<file path="config.mk">
export PLATFORM = sky130hd
export DESIGN_NAME = clk_sel_ctrl_flat
export DESIGN_NICKNAME = d
export VERILOG_FILES = /design/src/rtl/clk_sel_pkg.sv /design/src/rtl/clk_sel_ctrl_if.sv /design/src/rtl/clk_alive_det.sv /design/src/rtl/clk_sel_ctrl.sv /design/src/flat_wrapper.sv
export SDC_FILE = /design/constraint.sdc
export NUM_CORES = 1
export LEC_CHECK = 0
export ABC_AREA = 0
export CORE_MARGIN = 2
export CORE_UTILIZATION = 25
export CTS_BUF_LIST = sky130_fd_sc_hd__clkbuf_16
export CTS_CLUSTER_DIAMETER = 200
export DETAILED_ROUTE_END_ITERATION = 6
export PLACE_DENSITY = 0.48
export SYNTH_ARGS = -nofsm -noshare
export SYNTH_HDL_FRONTEND = slang
export SYNTH_SLANG_ARGS = --single-unit
</file>
<file path="constraint.sdc">
create_clock -name clk -period 2.99 [get_ports clk]
set_clock_uncertainty 0.1 [all_clocks]
set_input_delay 0.897 -clock clk [delete_from_list [all_inputs] [get_ports clk]]
set_output_delay 0.897 -clock clk [all_outputs]
set_load 0.01 [all_outputs]
</file>
<file path="src/rtl/clk_sel_pkg.sv">
// Shared definitions for the clock-select controller: FSM states and parameter defaults.
// Combinational only; no latency or backpressure of its own.
package clk_sel_pkg;

    typedef enum logic [1:0] {
        IDLE   = 2'd0,
        CHECK  = 2'd1,
        SETTLE = 2'd2
    } state_t;

    localparam int unsigned SETTLE_CYC_DEF    = 8;
    localparam int unsigned ALIVE_WIN_DEF     = 16;
    localparam bit          AUTO_FAILOVER_DEF = 1'b1;

    // Both the settle and idle counters fit their 1..255 parameter ranges.
    localparam int unsigned CNT_W = 8;

endpackage

</file>
<file path="src/rtl/clk_sel_ctrl_if.sv">
// Request handshake and status bundle between a requester and the clock-select controller.
// Handshake is req_valid & req_ready on a rising edge; status outputs are level or 1-cycle pulses.
interface clk_sel_ctrl_if;

    logic       req_valid;
    logic       req_sel;
    logic       req_ready;
    logic       sel;
    logic       busy;
    logic       done;
    logic       err;
    logic       failover;
    logic [1:0] alive;

    modport master (
        output req_valid, req_sel,
        input  req_ready, sel, busy, done, err, failover, alive
    );

    modport slave (
        input  req_valid, req_sel,
        output req_ready, sel, busy, done, err, failover, alive
    );

endinterface

</file>
<file path="src/rtl/clk_alive_det.sv">
// Liveness detector for one source: syncs its divide-by-2 toggle, flags dead after ALIVE_WIN quiet cycles.
// Edge seen 3 cycles after the toggle; alive drops ALIVE_WIN cycles after the last edge; no backpressure.
module clk_alive_det
    import clk_sel_pkg::*;
#(
    parameter int unsigned ALIVE_WIN = ALIVE_WIN_DEF
) (
    input  logic clk,
    input  logic rst_n,
    input  logic tgl_i,
    output logic alive_o
);

    localparam logic [CNT_W-1:0] WIN = CNT_W'(ALIVE_WIN);

    logic [2:0]       sync_q;
    logic [CNT_W-1:0] idle_q;
    logic [CNT_W-1:0] idle_d;
    logic             edge_w;

    // Flops 0/1 resolve metastability; flop 2 holds the previous settled level.
    always_ff @(posedge clk or negedge rst_n) begin
        if (!rst_n) begin
            sync_q <= 3'b000;
        end else begin
            sync_q <= {sync_q[1:0], tgl_i};
        end
    end

    assign edge_w = sync_q[1] ^ sync_q[2];

    always_comb begin
        idle_d = idle_q;
        if (edge_w) begin
            idle_d = '0;
        end else if (idle_q < WIN) begin
            idle_d = idle_q + 1'b1;
        end
    end

    // Starts saturated so a source is only trusted once it has been seen toggling.
    always_ff @(posedge clk or negedge rst_n) begin
        if (!rst_n) begin
            idle_q <= WIN;
        end else begin
            idle_q <= idle_d;
        end
    end

    assign alive_o = (idle_q < WIN);

endmodule

</file>
<file path="src/rtl/clk_sel_ctrl.sv">
// Clock-select controller: validates and sequences switches of a glitch-free mux select, with auto failover.
// Switch completes SETTLE_CYC+1 edges after handshake; req_ready is low while busy or a failover is pending.
module clk_sel_ctrl
    import clk_sel_pkg::*;
#(
    parameter int unsigned SETTLE_CYC    = SETTLE_CYC_DEF,
    parameter int unsigned ALIVE_WIN     = ALIVE_WIN_DEF,
    parameter bit          AUTO_FAILOVER = AUTO_FAILOVER_DEF
) (
    input  logic          clk,
    input  logic          rst_n,
    input  logic          tgl1,
    input  logic          tgl2,
    clk_sel_ctrl_if.slave bus
);

    localparam logic [CNT_W-1:0] SETTLE_LAST = CNT_W'(SETTLE_CYC - 1);

    logic [1:0] alive_w;
    logic       fo_cond;

    state_t           state_q, state_d;
    logic             sel_q, sel_d;
    logic             tgt_q, tgt_d;
    logic             auto_q, auto_d;
    logic [CNT_W-1:0] cnt_q, cnt_d;
    logic             done_q, done_d;
    logic             err_q, err_d;
    logic             fo_q, fo_d;

    clk_alive_det #(.ALIVE_WIN(ALIVE_WIN)) u_det1 (
        .clk     (clk),
        .rst_n   (rst_n),
        .tgl_i   (tgl1),
        .alive_o (alive_w[0])
    );

    clk_alive_det #(.ALIVE_WIN(ALIVE_WIN)) u_det2 (
        .clk     (clk),
        .rst_n   (rst_n),
        .tgl_i   (tgl2),
        .alive_o (alive_w[1])
    );

    // Only fail over toward a live source; with both dead the current select is held.
    assign fo_cond = AUTO_FAILOVER && !alive_w[sel_q] && alive_w[~sel_q];

    always_comb begin
        state_d = state_q;
        sel_d   = sel_q;
        tgt_d   = tgt_q;
        auto_d  = auto_q;
        cnt_d   = cnt_q;
        done_d  = 1'b0;
        err_d   = 1'b0;
        fo_d    = 1'b0;
        case (state_q)
            IDLE: begin
                if (fo_cond) begin
                    tgt_d   = ~sel_q;
                    auto_d  = 1'b1;
                    state_d = CHECK;
                end else if (bus.req_valid) begin
                    if (bus.req_sel == sel_q) begin
                        done_d = 1'b1;
                    end else begin
                        tgt_d   = bus.req_sel;
                        auto_d  = 1'b0;
                        state_d = CHECK;
                    end
                end
            end
            CHECK: begin
                if (alive_w[tgt_q]) begin
                    sel_d   = tgt_q;
                    cnt_d   = SETTLE_LAST;
                    state_d = SETTLE;
                end else begin
                    err_d   = 1'b1;
                    state_d = IDLE;
                end
            end
            SETTLE: begin
                if (cnt_q == '0) begin
                    state_d = IDLE;
                    if (auto_q) begin
                        fo_d = 1'b1;
                    end else begin
                        done_d = 1'b1;
                    end
                end else begin
                    cnt_d = cnt_q - 1'b1;
                end
            end
            default: begin
                state_d = IDLE;
            end
        endcase
    end

    always_ff @(posedge clk or negedge rst_n) begin
        if (!rst_n) begin
            state_q <= IDLE;
            sel_q   <= 1'b0;
            tgt_q   <= 1'b0;
            auto_q  <= 1'b0;
            cnt_q   <= '0;
            done_q  <= 1'b0;
            err_q   <= 1'b0;
            fo_q    <= 1'b0;
        end else begin
            state_q <= state_d;
            sel_q   <= sel_d;
            tgt_q   <= tgt_d;
            auto_q  <= auto_d;
            cnt_q   <= cnt_d;
            done_q  <= done_d;
            err_q   <= err_d;
            fo_q    <= fo_d;
        end
    end

    assign bus.req_ready = (state_q == IDLE) && !fo_cond;
    assign bus.busy      = (state_q != IDLE);
    assign bus.sel       = sel_q;
    assign bus.done      = done_q;
    assign bus.err       = err_q;
    assign bus.failover  = fo_q;
    assign bus.alive     = alive_w;

endmodule
</file>
<file path="src/flat_wrapper.sv">
// flat-port wrapper written by rule: the top's interface ports become plain ports
module clk_sel_ctrl_flat import clk_sel_pkg::*;
#(
    parameter int unsigned SETTLE_CYC    = SETTLE_CYC_DEF,
    parameter int unsigned ALIVE_WIN     = ALIVE_WIN_DEF,
    parameter bit          AUTO_FAILOVER = AUTO_FAILOVER_DEF
)
  (clk, rst_n, tgl1, tgl2, bus_req_valid, bus_req_sel, bus_req_ready, bus_sel, bus_busy, bus_done, bus_err, bus_failover, bus_alive);
  clk_sel_ctrl_if bus_i ();
  input  logic clk;
  input  logic rst_n;
  input  logic tgl1;
  input  logic tgl2;
  input wire logic [$bits(bus_i.req_valid)-1:0] bus_req_valid;
  input wire logic [$bits(bus_i.req_sel)-1:0] bus_req_sel;
  output wire logic [$bits(bus_i.req_ready)-1:0] bus_req_ready;
  output wire logic [$bits(bus_i.sel)-1:0] bus_sel;
  output wire logic [$bits(bus_i.busy)-1:0] bus_busy;
  output wire logic [$bits(bus_i.done)-1:0] bus_done;
  output wire logic [$bits(bus_i.err)-1:0] bus_err;
  output wire logic [$bits(bus_i.failover)-1:0] bus_failover;
  output wire logic [$bits(bus_i.alive)-1:0] bus_alive;
  assign bus_i.req_valid = bus_req_valid;
  assign bus_i.req_sel = bus_req_sel;
  assign bus_req_ready = bus_i.req_ready;
  assign bus_sel = bus_i.sel;
  assign bus_busy = bus_i.busy;
  assign bus_done = bus_i.done;
  assign bus_err = bus_i.err;
  assign bus_failover = bus_i.failover;
  assign bus_alive = bus_i.alive;
  clk_sel_ctrl #(.SETTLE_CYC(SETTLE_CYC), .ALIVE_WIN(ALIVE_WIN), .AUTO_FAILOVER(AUTO_FAILOVER)) u_core (.clk(clk), .rst_n(rst_n), .tgl1(tgl1), .tgl2(tgl2), .bus(bus_i));
endmodule
</file>
==> flow_summary.toml <==
[outcome]
status = "completed"

[pwr]
p_leak_nw = 0.937
irDropWorstVdd_v = 0.000290
power_density_nw_per_um2 = 709

[worst_setup_path]
path_buf_inv = 2
cpLargestDelayFamily = "simple AND/OR/NAND/NOR gates"
startpoint = "u_core.u_det1.idle_q[7]"
cp.required_ns = 1.99
arrival_ns = 1.81
crit_slowest_cell = "or4_4"
path_cells = "or4_4 > clkinv_4 > nor2_1 > a22oi_2 > and2_1 > clkbuf_2"
slowest_delay_ns = 0.57
worstSetupEndpointType = "output port"
r2r_start = "u_core.cnt_q[3]"
path_class = "register to output port"
critPathMaxFanout = 4
cp-start-kind = "register"

[run]
drv_cap = 0

[finish]
diodes = 0
fin_nets = 199
layout-drive-gt1-share = 0.128
areaGrowthSynthToFinish_pct = 21.3

[route]
drt_iter0_drc = 71
wl_per_cell_um = 11.8
first_pass_iters = 4
viasPerCell = 4.42
routed-via-count = 1251
wirelength_mm = 3.34
drt.antenna.violating_nets = 0
drc = 0

[die]
start_util = 0.259
die_h_um = 88.2
ios = 14
core_area_um2 = 6830
rows = 30
die_w_um = 88.2
die-area_um2 = 7780

[clocking]
clockBufferDepth = 2
cts_root_buf = "clkbuf_16"
htreeDepth = 2
cts_made_buffers = 5
cts.hold.buffers_added = 0
clock_sinks = 38
cts_tree = "yes"
insertion_delay_ns = 0.28
path_clk_slew_ns = 0.06

[timing]
holdWs_ns = 0.253
period_share = 0.939
setup_viol_count_final = 0
slew_violations = 0
tns_ns = 0
rsz0062_at_grt = "no"
slew_headroom = 0.426
period_minus_slack_ns = 2.81
worst_pin_slew_ns = 0.861
setup_ws_ns = 0.183
max_freq_mhz = 356
finalHoldViolCount = 0

[synth]
synth-edff-count = 0
synth_flop_cell = "dfrtp_1"
yosysTopAreaCell = "dfrtp_1"
syn_area_per_cell_um2 = 10.5
synth-async-reset-ratio = 1.00
netlist_instances = 168
synth_top_cell_area_share = 0.508
ys_ff_latch = 38
yosys-top-cells-count = "dfrtp_1, nor2_1, nand2_1"
synth_most_common_cell = "dfrtp_1"
netlist_area_um2 = 1770
yosysSeqAreaShare = 0.538
syn-num-nets = 181
synth_cell_types = 38
synth.top_cells.by_area = "dfrtp_1, ha_1, nor2_1, xor2_1, dfstp_2"
synth-warning-count = 0

[min_path]
hold_path.class = "register to register"
hp-start = "u_core.u_det2.sync_q[0]"

[placement]
dp_hpwl_mm = 2.34
globalplace.congestion = 0.714
port_buffers = 13
preCtsSetupSlack_ns = 0.0458

[global_route]
grt_start_max_net_pins = 39
antenna_found_initial = 0
overflow = 0
grt_pass1_vias = 1157
grt_pass1_wl_mm = 5.71
track_usage = 0.0961
## sequential cells by signal, indices dropped and copies added (netlist names)
name and count:
u_core.u_det2.sync_q 3, u_core.tgt_q 1, u_core.bus.sel 1, u_core.bus.err 1, u_core.bus.done 1, u_core.bus.failover 1
u_core.auto_q 1, u_core.state_q 2, u_core.u_det2.idle_q 8, u_core.u_det1.sync_q 3, u_core.u_det1.idle_q 8, u_core.cnt_q 8
## power breakdown
part / total (mW) / switching (mW) / internal, mW
sequential: 0.622 / 0.0518 / 0.570
combinational: 0.407 / 0.230 / 0.177
clock: 0.494 / 0.192 / 0.301
## worst register-to-register path, cell delays in order (launching register included)
cell and delay [ns]:
dfrtp_1 0.45, or4_4 0.57, or3_4 0.42, a32oi_1 0.26, mux2_2 0.37
## kinds of logic (layout without fill, tap and decap cells)
group	Yosys count	in the layout	share of synthesized area
AND/OR/NAND/NOR	60	60	0.176
adder cells (fa/ha/maj)	7	7	0.0494
multiplexers	4	4	0.0247
XOR/XNOR	11	11	0.0544
flip-flops	38	38	0.538
AO/OA/AOI/OAI	34	34	0.119
buffers and inverters	14	33	0.0381
## routing by layer
| layer | vias to the layer above | global-route usage | routed length [um] |
|---|---|---|---|
| met2 | 13 | 0.150 | 1520 |
| met5 | - | 0 | 0 |
| met1 | 615 | 0.127 | 1690 |
| met4 | 0 | 0.0331 | 36 |
| met3 | 4 | 0.0292 | 97 |
| li1 | 619 | - | - |
## path summary, 6_finish.rpt
| path | cells past startpoint | slack (ns) | end |
|---|---|---|---|
| hold reg to reg | 0 | 0.25 | u_core.u_det2.sync_q[1] |
| setup reg to reg | 4 | 0.71 | u_core.state_q[1] |
| max in group asynchronous | 1 | 1.61 | u_core.u_det2.idle_q[0] |
| min in group asynchronous | 1 | 0.64 | u_core.bus.err |
| setup / recovery | 6 | 0.18 | bus_req_ready |
| hold / removal | 0 | 0.25 | u_core.u_det2.sync_q[1] |
## repair_timing
item	4_1_cts	5_1_grt
hold endpoints to repair	0	0
pin swaps	0	0
setup buffers	0	0
setup endpoints to repair	2	1
resized for setup	2	2
## per-stage QoR
| stage | instance area [um2] | power (mW) | util | instances |
|---|---|---|---|---|
| 3_3_place_gp | 2020 | 1.05 | 0.295 | 275 |
| 4_1_cts | 2150 | 1.55 | 0.315 | 283 |
| 3_5_place_dp | 2020 | 1.05 | 0.295 | 275 |
| 5_1_grt | 2150 | 1.63 | 0.314 | 283 |
| 2_1_floorplan | 1770 | 0.909 | - | 168 |
| 6_report | 2150 | 1.52 | 0.314 | 283 |
## layout by cell type (no fill, tap or decap), types with 2 or more instances in the layout
cell type / synthesis / final
xnor2_1: 4 / 4
o21ai_0: 8 / 8
a41oi_1: 2 / 2
buf_4: 2 / 3
o31ai_1: 3 / 3
dfstp_2: 2 / 2
nand3_1: 3 / 3
a21oi_1: 10 / 10
or4_4: 2 / 2
and2_1: 8 / 8
nand2b_1: 3 / 3
nand2_1: 13 / 13
clkdlybuf4s50_1: 0 / 10
nor4_1: 3 / 2
o22ai_1: 3 / 3
ha_1: 7 / 7
inv_1: 8 / 9
clkbuf_16: 0 / 5
xor2_1: 7 / 7
a31oi_1: 2 / 2
nor2_1: 18 / 18
dfrtp_1: 36 / 36
nand4_1: 3 / 3
nor3_1: 2 / 2
mux2_2: 3 / 3
## layout make-up
| type | count | area, um2 |
|---|---|---|
| fillers | 730 | 4680 |
| repair buffers | 16 | 141 |
| multi-input cells | 116 | 757 |
| inverters | 9 | 38.8 |
| clock inverters | 3 | 12.5 |
| clock buffers | 5 | 125 |
| flip-flops and latches | 38 | 953 |
| well taps | 96 | 120 |
No activity file was read; power rests on OpenSTA's default activity.
==> edit 1: new RTL, config.mk and constraints unchanged <==
Encoding of `state_t`: now one-hot (3 bits for 3 states).
--- a/src/rtl/clk_sel_pkg.sv
+++ b/src/rtl/clk_sel_pkg.sv
@@ -2,10 +2,10 @@
 // Combinational only; no latency or backpressure of its own.
 package clk_sel_pkg;
 
-    typedef enum logic [1:0] {
-        IDLE   = 2'd0,
-        CHECK  = 2'd1,
-        SETTLE = 2'd2
+    typedef enum logic [2:0] {
+        IDLE   = 3'b001,
+        CHECK  = 3'b010,
+        SETTLE = 3'b100
     } state_t;
 
     localparam int unsigned SETTLE_CYC_DEF    = 8;
Formal check against the unedited RTL: no difference found for any inputs over 10 cycles, from zero or initial values and one cycle with rst_n low; not proved beyond that.
==> edit 1 against the unedited design <==
  * First-iteration DRC count is 42% lower
  * Worst setup slack worse by 0.073 ns
  * Total power is 8.4% higher
  * Cell count is 2.1% lower
  * Area after synthesis is 0.56% lower
  * Sequential cell count is 1 higher
  * Count of clock-buffer cells in the layout stayed put
  * Cell area is 2.4% higher
  * Routed wire length is 6.7% lower
  * Core utilization is 0.95 points higher
  * Combinational power is 12% lower
  * Critical path type unchanged
  * Largest power group unchanged
==> edit 1: results (changes against the unedited design) <==
outcome=completed; met2 usage=13.43% (-1.5 points); vias in the first global route=1098 (-5.1%); Arr. time, crit path=1.88 ns (+0.07 ns); P_sw=0.4654 mW (-2.0%); Synth cell types=41 (+7.9%); Finished Layout Cells=277 (-2.1%); final worst slack=0.1099 ns (-0.07317 ns); GRT Total Usage=8.789% (-0.83 points); WL final=3113 um (-6.7%); P_leak=0.9789 nW (+4.5%); HP Start=u_core.u_det1.sync_q[0]; reg-to-reg critical path startpoint=u_core.u_det1.idle_q[7]; DP Area=2016 um^2 (about the same); Synth Net Count=169 (-6.6%); WHS=0.2484 ns (-0.004807 ns); post-synthesis area per instance=11.01 um^2 (+4.4%); VDD IR max=241.6 uV (-17%); IO Port Bufs=13 (unchanged); total number of vias=1174 (-6.2%); critical path fanouts, max=6 (+2); GR Layer Usage met1=11.68% (-1.1 points); GR Util met3=2.168% (-0.75 points); combinational power share=21.7% (-5.0 points); RD Place Congestion=0.7598 (+6.5%); Worst Hold Path EP=u_core.u_det1.sync_q[1]; share of the yosys chip area belonging to registers=55.61% (+1.8 points); list of most frequent post-synthesis cells=dfrtp_1, nor2_1, nand2_1, and2_1, a21oi_1; Pwr Total=1.650 mW (+8.4%); RR Endpoint=u_core.cnt_q[6]; CTS H-tree lvls=2 (unchanged); Detailed Place HPWL=2154 um (-8.0%); largest net degree at the start of global routing=40 (+2.6%); flop2flop setup slack=0.72 ns; Inst Count DP=268 (-2.5%); fraction of layout cells with a size suffix above 1=13.81% (+0.98 points); R2R depth=7 (+3); worst slew pin tran=0.8736 ns (+0.01302 ns); global-route wire length before repair=5250 um (-8.0%); DRT iter0 DRCs=41 (-42%); DP Worst Slack=0.2503 ns (+0.2045 ns); Nets=190 (-4.5%); Seq. pwr=0.713 mW (+15%); Synth area leaders=dfrtp_1, nor2_1, dfstp_2, xor2_1, and2_1
edit 1: changes by cell type after synthesis, sizes merged, moves of 3 or more:
cell and change:
o22ai -3, nand2 -3, o21ai -5, ha -4, nor3b +3, nor2 +5
edit 1: timing repair:
action	CTS	global route
endpoints found under the hold margin	0	0
setup buffers	0	2
setup endpoints to repair	1	1
pin swaps	0	1
resized for setup	1	1
edit 1: cells by family (layout without fill, tap and decap cells):
kind of cell / count (synthesis) / in the layout / share of synthesized area (%)
DFF: 39 / 39 / 55.61
muxes: 4 / 4 / 2.557
and+or+nand+nor: 63 / 63 / 20.10
AOI/OAI and AO/OA: 24 / 24 / 9.590
buffers and inverters: 14 / 35 / 3.551
xor gates and xnor gates: 13 / 13 / 6.463
adders and majority gates: 3 / 3 / 2.131
edit 1: worst max-delay path by stage:
stage	to	cells after the start
finish	bus_alive[0]	4
global route	bus_alive[0]	4
CTS	bus_req_ready	6
detailed placement	bus_req_ready	6
global placement	bus_req_ready	6
floorplan	bus_req_ready	6
edit 1: layer usage:
layer,up-vias,routed length (um)
met5,-,0
met4,0,29
met3,3,93
met2,15,1393
met1,569,1597
li1,587,-
edit 1: worst max-delay path, cell delays in order, from the launching register on:
cell,delay [ns]
dfrtp_1,0.41
nor4_4,0.35
buf_4,0.17
buf_4,0.13
clkdlybuf4s50_1,0.54
edit 1: final cells by class:
type | count | area, um^2
Inverter | 7 | 26.28
Clock buffer | 5 | 125.1
Fill cell | 675 | 4593
Sequential cell | 39 | 979.7
Multi-Input combinational cell | 107 | 728.2
Tap cell | 96 | 120.1
Clock inverter | 2 | 33.78
Timing Repair Buffer | 21 | 187.7
==> edit 2: new RTL, same settings <==
Without the edit above. Set the package constant `AUTO_FAILOVER_DEF` to 1'b0 (it was 1'b1).
--- a/src/rtl/clk_sel_pkg.sv
+++ b/src/rtl/clk_sel_pkg.sv
@@ -10,7 +10,7 @@
 
     localparam int unsigned SETTLE_CYC_DEF    = 8;
     localparam int unsigned ALIVE_WIN_DEF     = 16;
-    localparam bit          AUTO_FAILOVER_DEF = 1'b1;
+    localparam bit          AUTO_FAILOVER_DEF = 1'b0;
 
     // Both the settle and idle counters fit their 1..255 parameter ranges.
     localparam int unsigned CNT_W = 8;
Behaviour: not the same (Yosys sat finds a counterexample within 4 cycles, from zero or initial values and one cycle with rst_n low).
==> edit 2 against the unedited design <==
  * Routed wire length shrank 8.2%
  * Cell area decreased by 5.5%
  * Worst setup slack better by 0.23 ns
  * Total power increased by 1.3%
  * Sequential cell count shrank 2
  * Area after synthesis down 5.3%
  * Largest cell class unchanged
  * Highest routed layer unchanged
==> edit 2: results (changes against the unedited design) <==
outcome=completed; P_comb=0.433 mW (+6.4%); GRT Total Usage=9.551% (-0.064 points); RD Place Congestion=0.7492 (+5.0%); Pwr Total=1.543 mW (+1.3%); VDD IR max=266.7 uV (-8.0%); met2 routed WL=1466 um (-3.3%); Non-clk bufs=15 (-1); flop2flop setup slack=0.93 ns (+0.22 ns); FF/Latch Area=903.4 um^2 (-5.2%); share of the yosys chip area belonging to registers=53.84% (about the same); reg-to-reg critical path startpoint=u_core.cnt_q[0]; post-synthesis mux area share=2.461% (-0.011 points); Resize count post-CTS=0 (-2); Synth Net Count=158 (-13%); final worst slack=0.4135 ns (+0.2305 ns); M1 WL=1400 um (-17%); global-route wire length before repair=5430 um (-4.8%); worst setup path end=bus_busy; initial antenna violation count=0 (unchanged); Non-Clock Inverter Count=6 (-3); R2R depth=6 (+2); Inst Count DP=233 (-15%); Compound-Gate Fraction of Synth Area=13.80% (+1.9 points); CP startpoint=u_core.state_q[0]; vias in the first global route=1179 (+1.9%); Clock Sinks=36 (-5.3%); #MultiIn Comb=99 (-15%); met2 usage=14.94% (-0.029 points); total number of vias=1117 (-11%); DRT iter0 DRCs=64 (-9.9%); switching share of total power=32.01% (+0.83 points); IO Port Bufs=12 (-1); DP Worst Slack=0.5910 ns (+0.5452 ns); GR Layer Usage met1=11.68% (-1.1 points); P_leak=0.9078 nW (-3.1%); combined area of the multi-input logic cells=724.4 um^2 (-4.3%); Data buffer area share=7.028% (+0.45 points); post-synthesis xor/xnor area fraction=5.742% (+0.30 points); routed wire length on met3=136 um (+40%); FILL cells=663 (-9.2%); Synth area leaders=dfrtp_1, ha_1, xor2_1, dfstp_2, nor2_1; critical path fanouts, max=5 (+1); DP Area=1889 um^2 (-6.3%); post-route cell area=2029 um^2 (-5.5%); WL final=3062 um (-8.2%); GR Util met3=3.080% (+0.16 points); post-synthesis area per instance=11.57 um^2 (+9.7%); Detailed Place HPWL=2244 um (-4.2%); list of most frequent post-synthesis cells=dfrtp_1, nor2_1, nand2_1, ha_1, xor2_1; Arr. time, crit path=1.58 ns (-0.23 ns); fraction of layout cells with a size suffix above 1=10.98% (-1.9 points); Nets=176 (-12%); Synth cell types=41 (+7.9%); clk cell area share=6.905% (+0.50 points); largest net degree at the start of global routing=37 (-5.1%); Finished Layout Cells=241 (-15%); adder-cell share of the synthesized area=5.220% (+0.28 points); WHS=0.2455 ns (-0.007664 ns)
==> edit 2: worst max-delay path: stages, from the launching register on <==
cell and delay, ns:
dfrtp_1 0.37, inv_1 0.08, ha_1 0.24, inv_1 0.08, clkdlybuf4s50_1 0.53
==> edit 2: how the worst min path moves through the flow <==
stage | startpoint | endpoint | cells after the start
final | u_core.u_det2.sync_q[0] | u_core.u_det2.sync_q[1] | 0
after global routing | u_core.u_det1.sync_q[0] | u_core.u_det1.sync_q[1] | 0
after CTS | u_core.u_det2.sync_q[0] | u_core.u_det2.sync_q[1] | 0
after detailed placement | u_core.u_det2.sync_q[0] | u_core.u_det2.sync_q[1] | 0
after global placement | u_core.u_det1.sync_q[0] | u_core.u_det1.sync_q[1] | 0
after floorplan | u_core.u_det1.sync_q[0] | u_core.u_det1.sync_q[1] | 0
